===== config.mk =====
export PLATFORM = sky130hd
export DESIGN_NAME = vga_fb_sched_flat
export DESIGN_NICKNAME = d
export VERILOG_FILES = /design/src/rtl/vga_fb_sched_if.sv /design/src/rtl/vga_fb_sched.sv /design/src/flat_wrapper.sv
export SDC_FILE = /design/constraint.sdc
export NUM_CORES = 1
export LEC_CHECK = 0
export CAP_MARGIN = 30
export CORE_MARGIN = 4
export CORE_UTILIZATION = 40
export CTS_CLUSTER_SIZE = 10
export DETAILED_ROUTE_END_ITERATION = 12
export HOLD_SLACK_MARGIN = 0.02
export PLACE_DENSITY = 0.65
export SETUP_SLACK_MARGIN = 0.05
export SYNTH_ARGS = -nofsm -noshare
export SYNTH_HDL_FRONTEND = slang
export SYNTH_SLANG_ARGS = --single-unit

===== constraint.sdc =====
create_clock -name clk -period 2.62 [get_ports clk]
set_input_delay 0.655 -clock clk [delete_from_list [all_inputs] [get_ports clk]]
set_output_delay 0.655 -clock clk [all_outputs]
set_load 0.01 [all_outputs]

===== src/rtl/vga_fb_sched_if.sv =====
// Host-write and picture-memory port bundle for vga_fb_sched.
// The scheduler is the slave; the host/memory side is the master.
interface vga_fb_sched_if #(
  parameter int unsigned ADDR_W = 14
);
  logic              wr_valid;
  logic              wr_ready;
  logic [ADDR_W-1:0] wr_addr;
  logic [15:0]       wr_data;
  logic [ADDR_W-1:0] mem_addr;
  logic [15:0]       mem_wdata;
  logic              mem_we;
  logic [15:0]       mem_rdata;

  modport master (
    output wr_valid,
    output wr_addr,
    output wr_data,
    output mem_rdata,
    input  wr_ready,
    input  mem_addr,
    input  mem_wdata,
    input  mem_we
  );

  modport slave (
    input  wr_valid,
    input  wr_addr,
    input  wr_data,
    input  mem_rdata,
    output wr_ready,
    output mem_addr,
    output mem_wdata,
    output mem_we
  );
endinterface


===== src/rtl/vga_fb_sched.sv =====
// Shares one single-port picture memory between per-pixel display reads and queued host
// writes. Display reads always win; writes drain from a 4-entry FIFO outside the window.
module vga_fb_sched #(
  parameter int unsigned WIDTH  = 10,
  parameter int unsigned PIC_X  = 0,
  parameter int unsigned PIC_Y  = 0,
  parameter int unsigned PIC_W  = 100,
  parameter int unsigned PIC_H  = 100,
  parameter int unsigned ADDR_W = 14,
  parameter logic [15:0] BG     = 16'h0000
) (
  input  logic             clk,
  input  logic             rst_n,
  input  logic             hs,
  input  logic             vs,
  input  logic [WIDTH-1:0] line_coo,
  input  logic [WIDTH-1:0] ver_coo,
  vga_fb_sched_if.slave    bus,
  output logic [15:0]      rgb_o,
  output logic             hs_o,
  output logic             vs_o,
  output logic [2:0]       fifo_cnt
);
  localparam int unsigned Depth = 4;
  localparam logic [WIDTH:0] XLo = (WIDTH+1)'(PIC_X);
  localparam logic [WIDTH:0] YLo = (WIDTH+1)'(PIC_Y);
  localparam logic [WIDTH:0] XLen = (WIDTH+1)'(PIC_W);
  localparam logic [WIDTH:0] YLen = (WIDTH+1)'(PIC_H);
  localparam logic [2:0] CntFull = 3'(Depth);

  typedef enum logic [1:0] {OpIdle, OpRead, OpWrite} op_e;

  op_e               r_op;
  op_e               w_op;
  logic              w_in_pic;
  logic              w_origin;
  logic              w_push;
  logic              w_pop;
  logic              w_empty;
  logic [WIDTH:0]    w_dx;
  logic [WIDTH:0]    w_dy;
  logic [ADDR_W-1:0] r_rd_addr;
  logic [ADDR_W-1:0] w_rd_addr;
  logic [ADDR_W-1:0] r_fifo_addr [Depth];
  logic [15:0]       r_fifo_data [Depth];
  logic [1:0]        r_wp;
  logic [1:0]        r_rp;
  logic [2:0]        r_cnt;
  logic [2:0]        w_cnt_d;
  logic [ADDR_W-1:0] r_mem_addr;
  logic [ADDR_W-1:0] w_mem_addr_d;
  logic [15:0]       r_mem_wdata;
  logic [15:0]       w_mem_wdata_d;
  logic              r_pic1;
  logic              r_pic2;
  logic [2:0]        r_hs_pipe;
  logic [2:0]        r_vs_pipe;
  logic [15:0]       r_rgb;

  // Offset from the window edge; coordinates left of/above the window wrap to a large value,
  // so one unsigned compare checks both bounds.
  assign w_dx     = {1'b0, line_coo} - XLo;
  assign w_dy     = {1'b0, ver_coo} - YLo;
  assign w_in_pic = (w_dx < XLen) && (w_dy < YLen);

  // The frame origin restarts the count combinationally so a window at (0,0) reads address 0
  // on its very first pixel; the register then advances past every in-picture pixel.
  assign w_origin  = (line_coo == '0) && (ver_coo == '0);
  assign w_rd_addr = w_origin ? '0 : r_rd_addr;

  assign w_empty      = (r_cnt == 3'd0);
  assign bus.wr_ready = (r_cnt != CntFull);
  assign w_push       = bus.wr_valid && bus.wr_ready;
  assign w_pop        = (w_op == OpWrite);
  assign w_cnt_d      = r_cnt + 3'(w_push) - 3'(w_pop);

  always_comb begin
    w_op          = OpIdle;
    w_mem_addr_d  = r_mem_addr;
    w_mem_wdata_d = r_mem_wdata;
    if (w_in_pic) begin
      w_op = OpRead;
    end else if (!w_empty) begin
      w_op = OpWrite;
    end
    unique case (w_op)
      OpRead: begin
        w_mem_addr_d = w_rd_addr;
      end
      OpWrite: begin
        w_mem_addr_d  = r_fifo_addr[r_rp];
        w_mem_wdata_d = r_fifo_data[r_rp];
      end
      default: begin
      end
    endcase
  end

  // Storage needs no reset: the pointers and count define which entries are live.
  always_ff @(posedge clk) begin
    if (w_push) begin
      r_fifo_addr[r_wp] <= bus.wr_addr;
      r_fifo_data[r_wp] <= bus.wr_data;
    end
  end

  always_ff @(posedge clk) begin
    if (!rst_n) begin
      r_op        <= OpIdle;
      r_rd_addr   <= '0;
      r_wp        <= 2'd0;
      r_rp        <= 2'd0;
      r_cnt       <= 3'd0;
      r_mem_addr  <= '0;
      r_mem_wdata <= 16'h0000;
      r_pic1      <= 1'b0;
      r_pic2      <= 1'b0;
      r_hs_pipe   <= 3'b111;
      r_vs_pipe   <= 3'b111;
      r_rgb       <= 16'h0000;
    end else begin
      r_op        <= w_op;
      r_rd_addr   <= w_rd_addr + ADDR_W'(w_in_pic);
      r_cnt       <= w_cnt_d;
      r_mem_addr  <= w_mem_addr_d;
      r_mem_wdata <= w_mem_wdata_d;
      if (w_push) begin
        r_wp <= r_wp + 2'd1;
      end
      if (w_pop) begin
        r_rp <= r_rp + 2'd1;
      end
      // S1 issues the command, S2 covers memory latency, S3 selects picture or background.
      r_pic1    <= w_in_pic;
      r_pic2    <= r_pic1;
      r_rgb     <= r_pic2 ? bus.mem_rdata : BG;
      r_hs_pipe <= {r_hs_pipe[1:0], hs};
      r_vs_pipe <= {r_vs_pipe[1:0], vs};
    end
  end

  assign bus.mem_addr  = r_mem_addr;
  assign bus.mem_wdata = r_mem_wdata;
  assign bus.mem_we    = (r_op == OpWrite);
  assign rgb_o         = r_rgb;
  assign hs_o          = r_hs_pipe[2];
  assign vs_o          = r_vs_pipe[2];
  assign fifo_cnt      = r_cnt;
endmodule


===== src/flat_wrapper.sv =====
// flat-port wrapper written by rule: the top's interface ports become plain ports
module vga_fb_sched_flat 
#(
  parameter int unsigned WIDTH  = 10,
  parameter int unsigned PIC_X  = 0,
  parameter int unsigned PIC_Y  = 0,
  parameter int unsigned PIC_W  = 100,
  parameter int unsigned PIC_H  = 100,
  parameter int unsigned ADDR_W = 14,
  parameter logic [15:0] BG     = 16'h0000
)
  (clk, rst_n, hs, vs, line_coo, ver_coo, rgb_o, hs_o, vs_o, fifo_cnt, bus_wr_valid, bus_wr_addr, bus_wr_data, bus_mem_rdata, bus_wr_ready, bus_mem_addr, bus_mem_wdata, bus_mem_we);
  vga_fb_sched_if #(.ADDR_W(ADDR_W)) bus_i ();
  input  logic clk;
  input  logic rst_n;
  input  logic hs;
  input  logic vs;
  input  logic [WIDTH-1:0] line_coo;
  input  logic [WIDTH-1:0] ver_coo;
  output logic [15:0] rgb_o;
  output logic hs_o;
  output logic vs_o;
  output logic [2:0] fifo_cnt;
  input wire logic [$bits(bus_i.wr_valid)-1:0] bus_wr_valid;
  input wire logic [$bits(bus_i.wr_addr)-1:0] bus_wr_addr;
  input wire logic [$bits(bus_i.wr_data)-1:0] bus_wr_data;
  input wire logic [$bits(bus_i.mem_rdata)-1:0] bus_mem_rdata;
  output wire logic [$bits(bus_i.wr_ready)-1:0] bus_wr_ready;
  output wire logic [$bits(bus_i.mem_addr)-1:0] bus_mem_addr;
  output wire logic [$bits(bus_i.mem_wdata)-1:0] bus_mem_wdata;
  output wire logic [$bits(bus_i.mem_we)-1:0] bus_mem_we;
  assign bus_i.wr_valid = bus_wr_valid;
  assign bus_i.wr_addr = bus_wr_addr;
  assign bus_i.wr_data = bus_wr_data;
  assign bus_i.mem_rdata = bus_mem_rdata;
  assign bus_wr_ready = bus_i.wr_ready;
  assign bus_mem_addr = bus_i.mem_addr;
  assign bus_mem_wdata = bus_i.mem_wdata;
  assign bus_mem_we = bus_i.mem_we;
  vga_fb_sched #(.WIDTH(WIDTH), .PIC_X(PIC_X), .PIC_Y(PIC_Y), .PIC_W(PIC_W), .PIC_H(PIC_H), .ADDR_W(ADDR_W), .BG(BG)) u_core (.clk(clk), .rst_n(rst_n), .hs(hs), .vs(vs), .line_coo(line_coo), .ver_coo(ver_coo), .bus(bus_i), .rgb_o(rgb_o), .hs_o(hs_o), .vs_o(vs_o), .fifo_cnt(fifo_cnt));
endmodule

==> results of run 1 <==
-- power groups by stage --
stage / Clock [W] / Sequential [W] / Combinational [W]
after floorplan: 0 / 0.00413 / 0.00150
after global placement: 0 / 0.00413 / 0.00255
after detailed placement: 0 / 0.00416 / 0.00259
after CTS: 0.00266 / 0.00409 / 0.00260
after global routing: 0.00278 / 0.00413 / 0.00278
final: 0.00259 / 0.00408 / 0.00255
-- synthesized netlist by cell type, types with 2 or more instances --
library cell    n
buf_4           2
xor2_1          4
nand2b_1        7
or3_1           3
ha_1            8
mux4_2         30
nand3_1        36
nand2_1        20
clkbuf_1       10
and3_1         17
mux2i_1        10
o21ai_0         2
and2_1          9
nor2_1         16
o31ai_1         2
buf_6           3
o22ai_1         8
nor4_1          4
buf_2          11
o21ai_1        20
inv_1           8
o21bai_1        5
xnor2_1         8
nor2b_1         2
dfxtp_1        78
nor3_1          5
a21oi_1        25
edfxtp_1      120
inv_2           3
-- area by class of cell --
cell class | instances | area [µm²] | area share
well taps | 229 | 286.5 | 0.02938
flip-flops and latches | 198 | 5165 | 0.5296
multi-input cells | 256 | 2132 | 0.2186
repair buffers | 152 | 1523 | 0.1561
inverters | 12 | 46.29 | 0.004747
clock inverters | 15 | 173.9 | 0.01783
clock buffers | 17 | 425.4 | 0.04362
-- per-stage QoR --
stage	area [µm²]	TNS, ns	utilization
after CTS	9731	0	0.5362
final	9752	0	0.5374
after global routing	9752	0	0.5374
after global placement	9128	-3.852	0.5030
after floorplan	7482	-0.07974	-
after detailed placement	9128	-4.422	0.5030
-- worst reg2reg max path: stages, from the launching register on --
cell and delay (ns):
dfxtp_1 0.39, nor3_4 0.24, nor2_2 0.06, ha_1 0.27, inv_1 0.04, ha_2 0.17
fa_2 0.37, xnor2_2 0.18, xnor2_1 0.13, nor2_1 0.05
-- state kept, by name (all words and copies together), names as in the netlist, named ones only --
signal	cells
u_core.r_hs_pipe	3
u_core.rgb_o	16
u_core.r_wp	2
u_core.r_vs_pipe	3
u_core.r_fifo_data	64
u_core.r_pic2	1
u_core.r_rp	2
u_core.bus.mem_addr	14
u_core.r_rd_addr	14
u_core.bus.mem_wdata	16
u_core.fifo_cnt	3
u_core.r_op	2
u_core.r_fifo_addr	56
-- how the worst max path moves through the flow --
stage,endpoint,from,slack (ns)
2_1_floorplan,u_core.fifo_cnt[2]$_SDFF_PN0_,ver_coo[8],-0.08
3_3_place_gp,u_core.fifo_cnt[2]$_SDFF_PN0_,ver_coo[2],-0.44
3_5_place_dp,u_core.fifo_cnt[2]$_SDFF_PN0_,ver_coo[8],-0.48
4_1_cts,u_core.fifo_cnt[2]$_SDFF_PN0_,ver_coo[3],0.07
5_1_grt,u_core.fifo_cnt[2]$_SDFF_PN0_,ver_coo[9],0.05
6_report,u_core.fifo_cnt[2]$_SDFF_PN0_,line_coo[4],0.15
-- per-layer routing --
layer	vias to the layer above	global-route usage	wire length [µm]
li1	2149	-	-
met1	2231	0.1918	6666
met2	147	0.2755	8178
met3	16	0.04563	1246
met4	0	0.04762	205
met5	-	0	0
-- cells by family after synthesis --
kind of cell	after synthesis
compound gates	68
flops	198
fa+ha+maj	9
xor+xnor	12
mux	40
buf+inv	39
simple gates	127
-- repair_timing --
action / 4_1_cts / 5_1_grt
pin swaps: 6 / 7
setup buffers: 1 / 0
resized for setup: 3 / 7
setup endpoints to repair: 1 / 4
==> impl_table.tex, run 1 <==
\begin{tabular}{lr}
\hline
Metric & Value \\
\hline
\multicolumn{2}{l}{\textbf{Status}} \\
\quad Status & finished, final reports clean \\
\multicolumn{2}{l}{\textbf{Finish}} \\
\quad Top library cells by usage in the layout, fill and taps aside & edfxtp\_1 (120), clkdlybuf4s50\_1 (114), dfxtp\_1 (78) \\
\quad Area growth from synthesis to layout & 31.04\% \\
\quad Share of post-route cells with drive strength above 1 & 0.1723 \\
\quad Leading cell type in the layout, fill and taps excluded & edfxtp\_1 \\
\quad Diode insertion count for antenna repair & 0 \\
\quad Fill cell instance count of the final layout & 1507 \\
\quad Number of standard cells in the final layout excluding fillers & slightly below 900 \\
\quad Number of nets at the end of the flow & between 700 and 800 \\
\multicolumn{2}{l}{\textbf{Timing}} \\
\quad Largest clock skew in the final design & 0.01583 ns \\
\quad Minimum setup slack in the final design & 0.1518 ns \\
\quad Final setup violation count & 0 \\
\quad Measured slew at the worst slew-check pin & between 0.9 and 1 ns \\
\quad Shortest period the worst path allows & 2.468 ns \\
\quad Final slew viol count & 0 \\
\quad Highest achievable clock rate & 405.1 MHz \\
\quad Min Hold Slack & around 0.41 ns \\
\quad Relative slew margins & 0.3976 \\
\quad Number of hold-slack violations in the final timing report & 0 \\
\quad Unrepaired setup endpoints after global routing & no \\
\quad Final cycle utilization of the critical path & 0.9421 \\
\multicolumn{2}{l}{\textbf{Placed design}} \\
\quad Pre-CTS WS & -0.4796 ns \\
\quad Port bufs & 123 \\
\quad Cell Count Post-Placement & 846 \\
\quad Estimated wirelength of the detail-placed design & about 11 mm \\
\quad RePlAce Congestion & 0.8128 \\
\multicolumn{2}{l}{\textbf{Die}} \\
\quad Die boundary height & approximately 140 µm \\
\quad Number of top-level pins & about 120 \\
\quad Starting density of the core & 0.4101 \\
\quad Number of core rows & 49 \\
\quad Die outline area & 20850 µm² \\
\quad Core region area & about 18000 µm² \\
\quad Horizontal extent of the die & 144.4 µm \\
\multicolumn{2}{l}{\textbf{Global routing}} \\
\quad Antenna violations before repair & 0 \\
\quad Maximum number of pins on one net before global-route repair & 34 \\
\quad Via count of the first global-routing pass & 4648 \\
\quad Wire length of the first global-routing pass & 24.90 mm \\
\quad Total global routing overflow & 0 \\
\quad Total track usage & 0.1585 \\
\multicolumn{2}{l}{\textbf{Critical path}} \\
\quad FF-to-FF setup slack & 0.60 ns \\
\quad CP cell instances & clkdlybuf4s50\_1, nor3\_2, o2111ai\_2, inv\_2, nor2\_2, ha\_1, inv\_1, ha\_2, fa\_2, xnor2\_2, xnor2\_1, nor2\_1 \\
\quad Total number of cells along the worst setup path & 12 \\
\quad Crit path largest cell delay & 0.41 ns \\
\quad CP Buf/Inv Count & 3 \\
\quad Top delay family on crit path & adder cells \\
\quad Type of the worst setup path & in2reg \\
\quad Reg-to-reg critical path startpoint & u\_core.fifo\_cnt[1]\$\_SDFF\_PN0\_ \\
\quad Element type at the critical path start & input pin \\
\quad Crit path capture type & flip-flop \\
\quad WP data required & 2.93 ns \\
\quad Master of the slowest instance on the critical path & clkdlybuf4s50\_1 \\
\quad Logic depth of the worst register-to-register path & 9 \\
\quad Terminus of the critical flop-to-flop path & u\_core.fifo\_cnt[2]\$\_SDFF\_PN0\_ \\
\quad Arrival time worst endpoint & 2.77 ns \\
\quad Largest fanout of any net on the critical path & 2 \\
\multicolumn{2}{l}{\textbf{Logic synthesis}} \\
\quad Average instance area after synthesis & 15.10 µm² \\
\quad Area share of the leading cell type in the synthesized netlist & 0.4842 \\
\quad Count of yosys warnings during synthesis & 0 \\
\quad Post-synthesis sequential element count & 198 \\
\quad Number of flops mapped to enable cells by yosys & between 100 and 150 \\
\quad Sequential fraction of the synthesis area & 0.6940 \\
\quad Synth Area in Compound Gates & 0.05313 \\
\quad Synth Area in Adders & 0.01614 \\
\quad Simple-gate area share of the yosys netlist & 0.09264 \\
\quad Parity-gate share of the synthesized area counting xor and xnor cells & 0.01412 \\
\quad Post-synth ARST share & 0 \\
\quad Most area-consuming cells after synthesis & edfxtp\_1 (48\%), dfxtp\_1 (21\%), mux4\_2 (9.1\%) \\
\quad Cell type with the highest aggregate area in the netlist & edfxtp\_1 \\
\quad Mapped cell area & roughly 7400 µm² \\
\quad Dominant register cell in the synthesized netlist & edfxtp\_1 \\
\quad Number of instances in the synthesized netlist & 493 \\
\quad Distinct cell type count of the synthesized netlist & 46 \\
\quad Post-synthesis net count & approximately 570 \\
\quad Portion of netlist area occupied by mux cells & 0.1042 \\
\quad Dominant combinational cell family by area after synthesis & multiplexers \\
\multicolumn{2}{l}{\textbf{Clock tree}} \\
\quad Worst-Skew Late Latency & 0.44 ns \\
\quad CTS H-Tree Depth & 4 \\
\quad Clock slew at reported path FFs & 0.07 ns \\
\quad Buffer type at the clock tree root & clkbuf\_16 \\
\quad Hold-fix buffers at CTS & 0 \\
\quad Clock sink total & 198 \\
\quad TritonCTS clock tree & done \\
\quad CTS max path bufs & 2 \\
\quad Num CTS Buffers & 17 \\
\multicolumn{2}{l}{\textbf{Pwr}} \\
\quad Reg power frac & 0.443 \\
\quad Comb power frac & 0.276 \\
\quad Power density over the cells & 945.1 nW/µm² \\
\quad Fraction of power consumed by the clock network & 0.281 \\
\quad Leakage power summed over all cells & between 3 and 4 nW \\
\quad Proportion of total power due to net switching & 0.2990 \\
\quad Total design power & a little over 0.009 W \\
\quad Internal power & approximately 0.0065 W \\
\quad Net switching power of the design & between 0.002 and 0.003 W \\
\quad Max VDD drop & approximately 540 µV \\
\multicolumn{2}{l}{\textbf{Routing}} \\
\quad Wire length per cell & 18.54 µm \\
\quad Residual DRC & 0 \\
\quad Number of routed nets with antenna violations & 0 \\
\quad DR vias/cell & 5.168 \\
\quad Drt first-iter violations & 262 \\
\quad Pre-Repair DR Iteration Count & 4 \\
\quad Aggregate routed wire length & $\sim$16 mm \\
\quad Via Count & 4543 \\
\multicolumn{2}{l}{\textbf{Job}} \\
\quad Number of max-cap violations & 0 \\
\multicolumn{2}{l}{\textbf{Worst hold path}} \\
\quad Type of the most critical hold path & reg2reg \\
\quad Launch instance of the worst min-delay path & u\_core.r\_vs\_pipe[1]\$\_SDFF\_PN1\_ \\
\quad Capture endpoint of the worst hold path & u\_core.r\_vs\_pipe[2]\$\_SDFF\_PN1\_ \\
\quad Number of instances on the worst hold path & 1 \\
\hline
\end{tabular}
Power figures use the tool's default switching activity.
==> run 2, diff against run 1 <==
CORE_UTILIZATION = 48   (was 40)
PLACE_DENSITY = 0.76   (was 0.65)
==> run 2 against run 1 <==
Net effect:
- sequential share of layout area rose by 0.41 points
- hold slack got worse by 0.0040 ns
- fmax fell by 1.5%
- clock-buffer cell count did not move
- power fell by 0.95%
- sequential cell count did not move
- sequential power barely moved
- largest cell class unchanged
- largest power group unchanged
- highest routed layer unchanged
==> impl_table.tex, run 2 (synthesis results as in run 1) <==
\begin{tabular}{lr}
\hline
Metric & Value \\
\hline
\multicolumn{2}{l}{\textbf{Status}} \\
\quad Status & finished, final reports clean \\
\multicolumn{2}{l}{\textbf{Clock tree}} \\
\quad Num CTS Buffers & 17 (unchanged) \\
\quad Clock sink total & 198 (unchanged) \\
\quad TritonCTS clock tree & done \\
\quad Hold-fix buffers at CTS & 0 (unchanged) \\
\quad Worst-Skew Late Latency & 0.42 ns (-0.02 ns) \\
\quad CTS max path bufs & 2 (unchanged) \\
\quad CTS H-Tree Depth & 4 (unchanged) \\
\quad Clock slew at reported path FFs & 0.07 ns (about the same) \\
\quad Buffer type at the clock tree root & clkbuf\_16 \\
\multicolumn{2}{l}{\textbf{Worst hold path}} \\
\quad Launch instance of the worst min-delay path & u\_core.r\_hs\_pipe[1]\$\_SDFF\_PN1\_ \\
\quad Number of instances on the worst hold path & 1 (unchanged) \\
\quad Type of the most critical hold path & reg2reg \\
\quad Capture endpoint of the worst hold path & u\_core.r\_hs\_pipe[2]\$\_SDFF\_PN1\_ \\
\multicolumn{2}{l}{\textbf{Placed design}} \\
\quad Estimated wirelength of the detail-placed design & 10.50 mm (-3.1\%) \\
\quad Port bufs & 123 (unchanged) \\
\quad RePlAce Congestion & 0.7846 (-3.5\%) \\
\quad Instance area after placement & 9061 µm² (-0.73\%) \\
\multicolumn{2}{l}{\textbf{Critical path}} \\
\quad Type of the worst setup path & in2reg \\
\quad FF-to-FF setup slack & 0.61 ns (about the same) \\
\quad Master of the slowest instance on the critical path & clkdlybuf4s50\_1 \\
\quad Reg-to-reg critical path startpoint & u\_core.fifo\_cnt[1]\$\_SDFF\_PN0\_ \\
\quad Logic depth of the worst register-to-register path & 9 (unchanged) \\
\quad WP data required & 2.91 ns (-0.02 ns) \\
\quad Crit path capture type & flip-flop \\
\quad CP Buf/Inv Count & 3 (unchanged) \\
\quad Crit path largest cell delay & 0.44 ns (+0.03 ns) \\
\quad Top delay family on crit path & adder cells \\
\quad Terminus of the critical flop-to-flop path & u\_core.fifo\_cnt[2]\$\_SDFF\_PN0\_ \\
\quad Arrival time worst endpoint & 2.80 ns (+0.03 ns) \\
\quad Largest fanout of any net on the critical path & 3 (+1) \\
\quad Element type at the critical path start & input pin \\
\quad CP cell instances & clkdlybuf4s50\_1, nor3\_4, o2111ai\_2, inv\_2, nor2\_2, ha\_1, inv\_1, ha\_2, fa\_2, xnor2\_2, xnor2\_1, nor2\_1 \\
\multicolumn{2}{l}{\textbf{Routing}} \\
\quad Met1 layer wirelength in the final routing & 6.586 mm (-1.2\%) \\
\quad Total met2 wirelength after detailed routing & 7.938 mm (-2.9\%) \\
\quad Highest metal layer with signal wires & met4 \\
\quad DR vias/cell & 5.575 (+7.9\%) \\
\quad Residual DRC & 0 (unchanged) \\
\quad Drt first-iter violations & 346 (+32\%) \\
\quad Wire length per cell & 18.81 µm (+1.4\%) \\
\quad Aggregate routed wire length & 15.74 mm (-3.4\%) \\
\quad Via Count & 4666 (+2.7\%) \\
\quad Pre-Repair DR Iteration Count & 5 (+1) \\
\quad Number of routed nets with antenna violations & 0 (unchanged) \\
\quad Wire length on met3 & 944 µm (-24\%) \\
\multicolumn{2}{l}{\textbf{Finish}} \\
\quad Fill cell instance count of the final layout & 1085 (-28\%) \\
\quad Top library cells by usage in the layout, fill and taps aside & edfxtp\_1 (120), clkdlybuf4s50\_1 (114), dfxtp\_1 (78) \\
\quad Number of nets at the end of the flow & 716 (-0.14\%) \\
\quad Flip-flop count of the largest register, all copies and words added & 64 (unchanged) \\
\quad Share of post-route cells with drive strength above 1 & 0.1741 (+0.001806) \\
\quad Diode insertion count for antenna repair & 0 (unchanged) \\
\quad Largest registers in the final layout & u\_core.r\_fifo\_data: 64 flops, u\_core.r\_fifo\_addr: 56 flops \\
\quad Leading cell type in the layout, fill and taps excluded & edfxtp\_1 \\
\quad Largest register by flop count & u\_core.r\_fifo\_data \\
\quad Post-Layout Inst Area & 9677 µm² (-0.77\%) \\
\quad Area growth from synthesis to layout & 30.03\% \\
\multicolumn{2}{l}{\textbf{Timing}} \\
\quad Number of hold-slack violations in the final timing report & 0 (unchanged) \\
\quad Shortest period the worst path allows & 2.506 ns (+0.03787 ns) \\
\quad Largest clock skew in the final design & 0.008599 ns (-0.007229 ns) \\
\quad Highest achievable clock rate & 399.0 MHz (-1.5\%) \\
\quad Final setup violation count & 0 (unchanged) \\
\quad Final cycle utilization of the critical path & 0.9565 (+0.01445) \\
\quad Relative slew margins & 0.3911 (-0.006517) \\
\quad Unrepaired setup endpoints after global routing & no \\
\quad Measured slew at the worst slew-check pin & 0.9121 ns (+0.009761 ns) \\
\quad Final slew viol count & 0 (unchanged) \\
\multicolumn{2}{l}{\textbf{Die}} \\
\quad Die outline area & 17560 µm² (-16\%) \\
\quad Number of core rows & 45 (-8.2\%) \\
\quad Core region area & 15200 µm² (-16\%) \\
\quad Number of top-level pins & 124 (unchanged) \\
\quad Horizontal extent of the die & 132.5 µm (-8.2\%) \\
\quad Starting density of the core & 0.4895 (+0.07945) \\
\quad Die boundary height & 132.5 µm (-8.2\%) \\
\multicolumn{2}{l}{\textbf{Global routing}} \\
\quad Wire length of the first global-routing pass & 25.23 mm (+1.3\%) \\
\quad Total global routing overflow & 0 (unchanged) \\
\quad Maximum number of pins on one net before global-route repair & 31 (-8.8\%) \\
\quad Antenna violations before repair & 0 (unchanged) \\
\quad Via count of the first global-routing pass & 4934 (+6.2\%) \\
\quad Total track usage & 0.1823 (+0.02380) \\
\multicolumn{2}{l}{\textbf{Pwr}} \\
\quad Leakage power summed over all cells & 3.411 nW (-1.4\%) \\
\quad Power density over the cells & 943.5 nW/µm² (-0.18\%) \\
\quad Max VDD drop & 598.1 µV (+9.9\%) \\
\quad Total design power & 0.009130 W (-0.95\%) \\
\multicolumn{2}{l}{\textbf{Job}} \\
\quad Number of max-cap violations & 0 (unchanged) \\
\hline
\end{tabular}
-- run 2: worst max-delay path by stage --
stage	slack, ns	from	cells after the start	to
after global placement	-0.44	ver_coo[8]	12	u_core.fifo_cnt[2]$_SDFF_PN0_
after CTS	0.05	line_coo[4]	12	u_core.fifo_cnt[2]$_SDFF_PN0_
after detailed placement	-0.52	ver_coo[8]	12	u_core.fifo_cnt[2]$_SDFF_PN0_
final	0.11	line_coo[4]	12	u_core.fifo_cnt[2]$_SDFF_PN0_
after global routing	0.05	line_coo[4]	12	u_core.fifo_cnt[2]$_SDFF_PN0_
after floorplan	-0.08	ver_coo[8]	12	u_core.fifo_cnt[2]$_SDFF_PN0_
-- run 2: final cells by class --
class	instances	area (µm²)	area share
Clock buffer	17	425.4	0.04396
Clock inverter	15	143.9	0.01487
Inverter	12	46.29	0.004784
Multi-Input combinational cell	256	2157	0.2229
Sequential cell	198	5165	0.5337
Tap cell	188	235.2	0.02431
Timing Repair Buffer	151	1504	0.1554
-- run 2: per-layer routing --
layer,global-route usage,up-vias
met5,0,-
met4,0.06582,0
met3,0.05057,23
met2,0.3125,158
met1,0.2219,2342
li1,-,2143
-- run 2: timing repair --
item | in CTS | in global routing
pin swaps | 6 | 5
setup buffers | 1 | 1
resized for setup | 9 | 5
setup endpoints to repair | 4 | 4
-- run 2: metrics by stage --
stage	hold WS, ns	setup slack, ns	instances	utilization	setup TNS [ns]
after floorplan	0.3863	-0.07974	493	-	-0.07974
after global placement	0.3922	-0.4419	803	0.5960	-3.236
after detailed placement	0.3934	-0.5220	803	0.5960	-4.684
after CTS	0.4089	0.05182	836	0.6347	0
after global routing	0.4523	0.05001	837	0.6365	0
final	0.4057	0.1139	837	0.6365	0
-- run 2: report_power, final --
group          leakage (nW)  switching [W]  internal (W)
Sequential             1.74       0.000299       0.00379
Clock                 0.267        0.00116       0.00133
Combinational          1.41        0.00116       0.00138
Total                  3.41        0.00262       0.00651
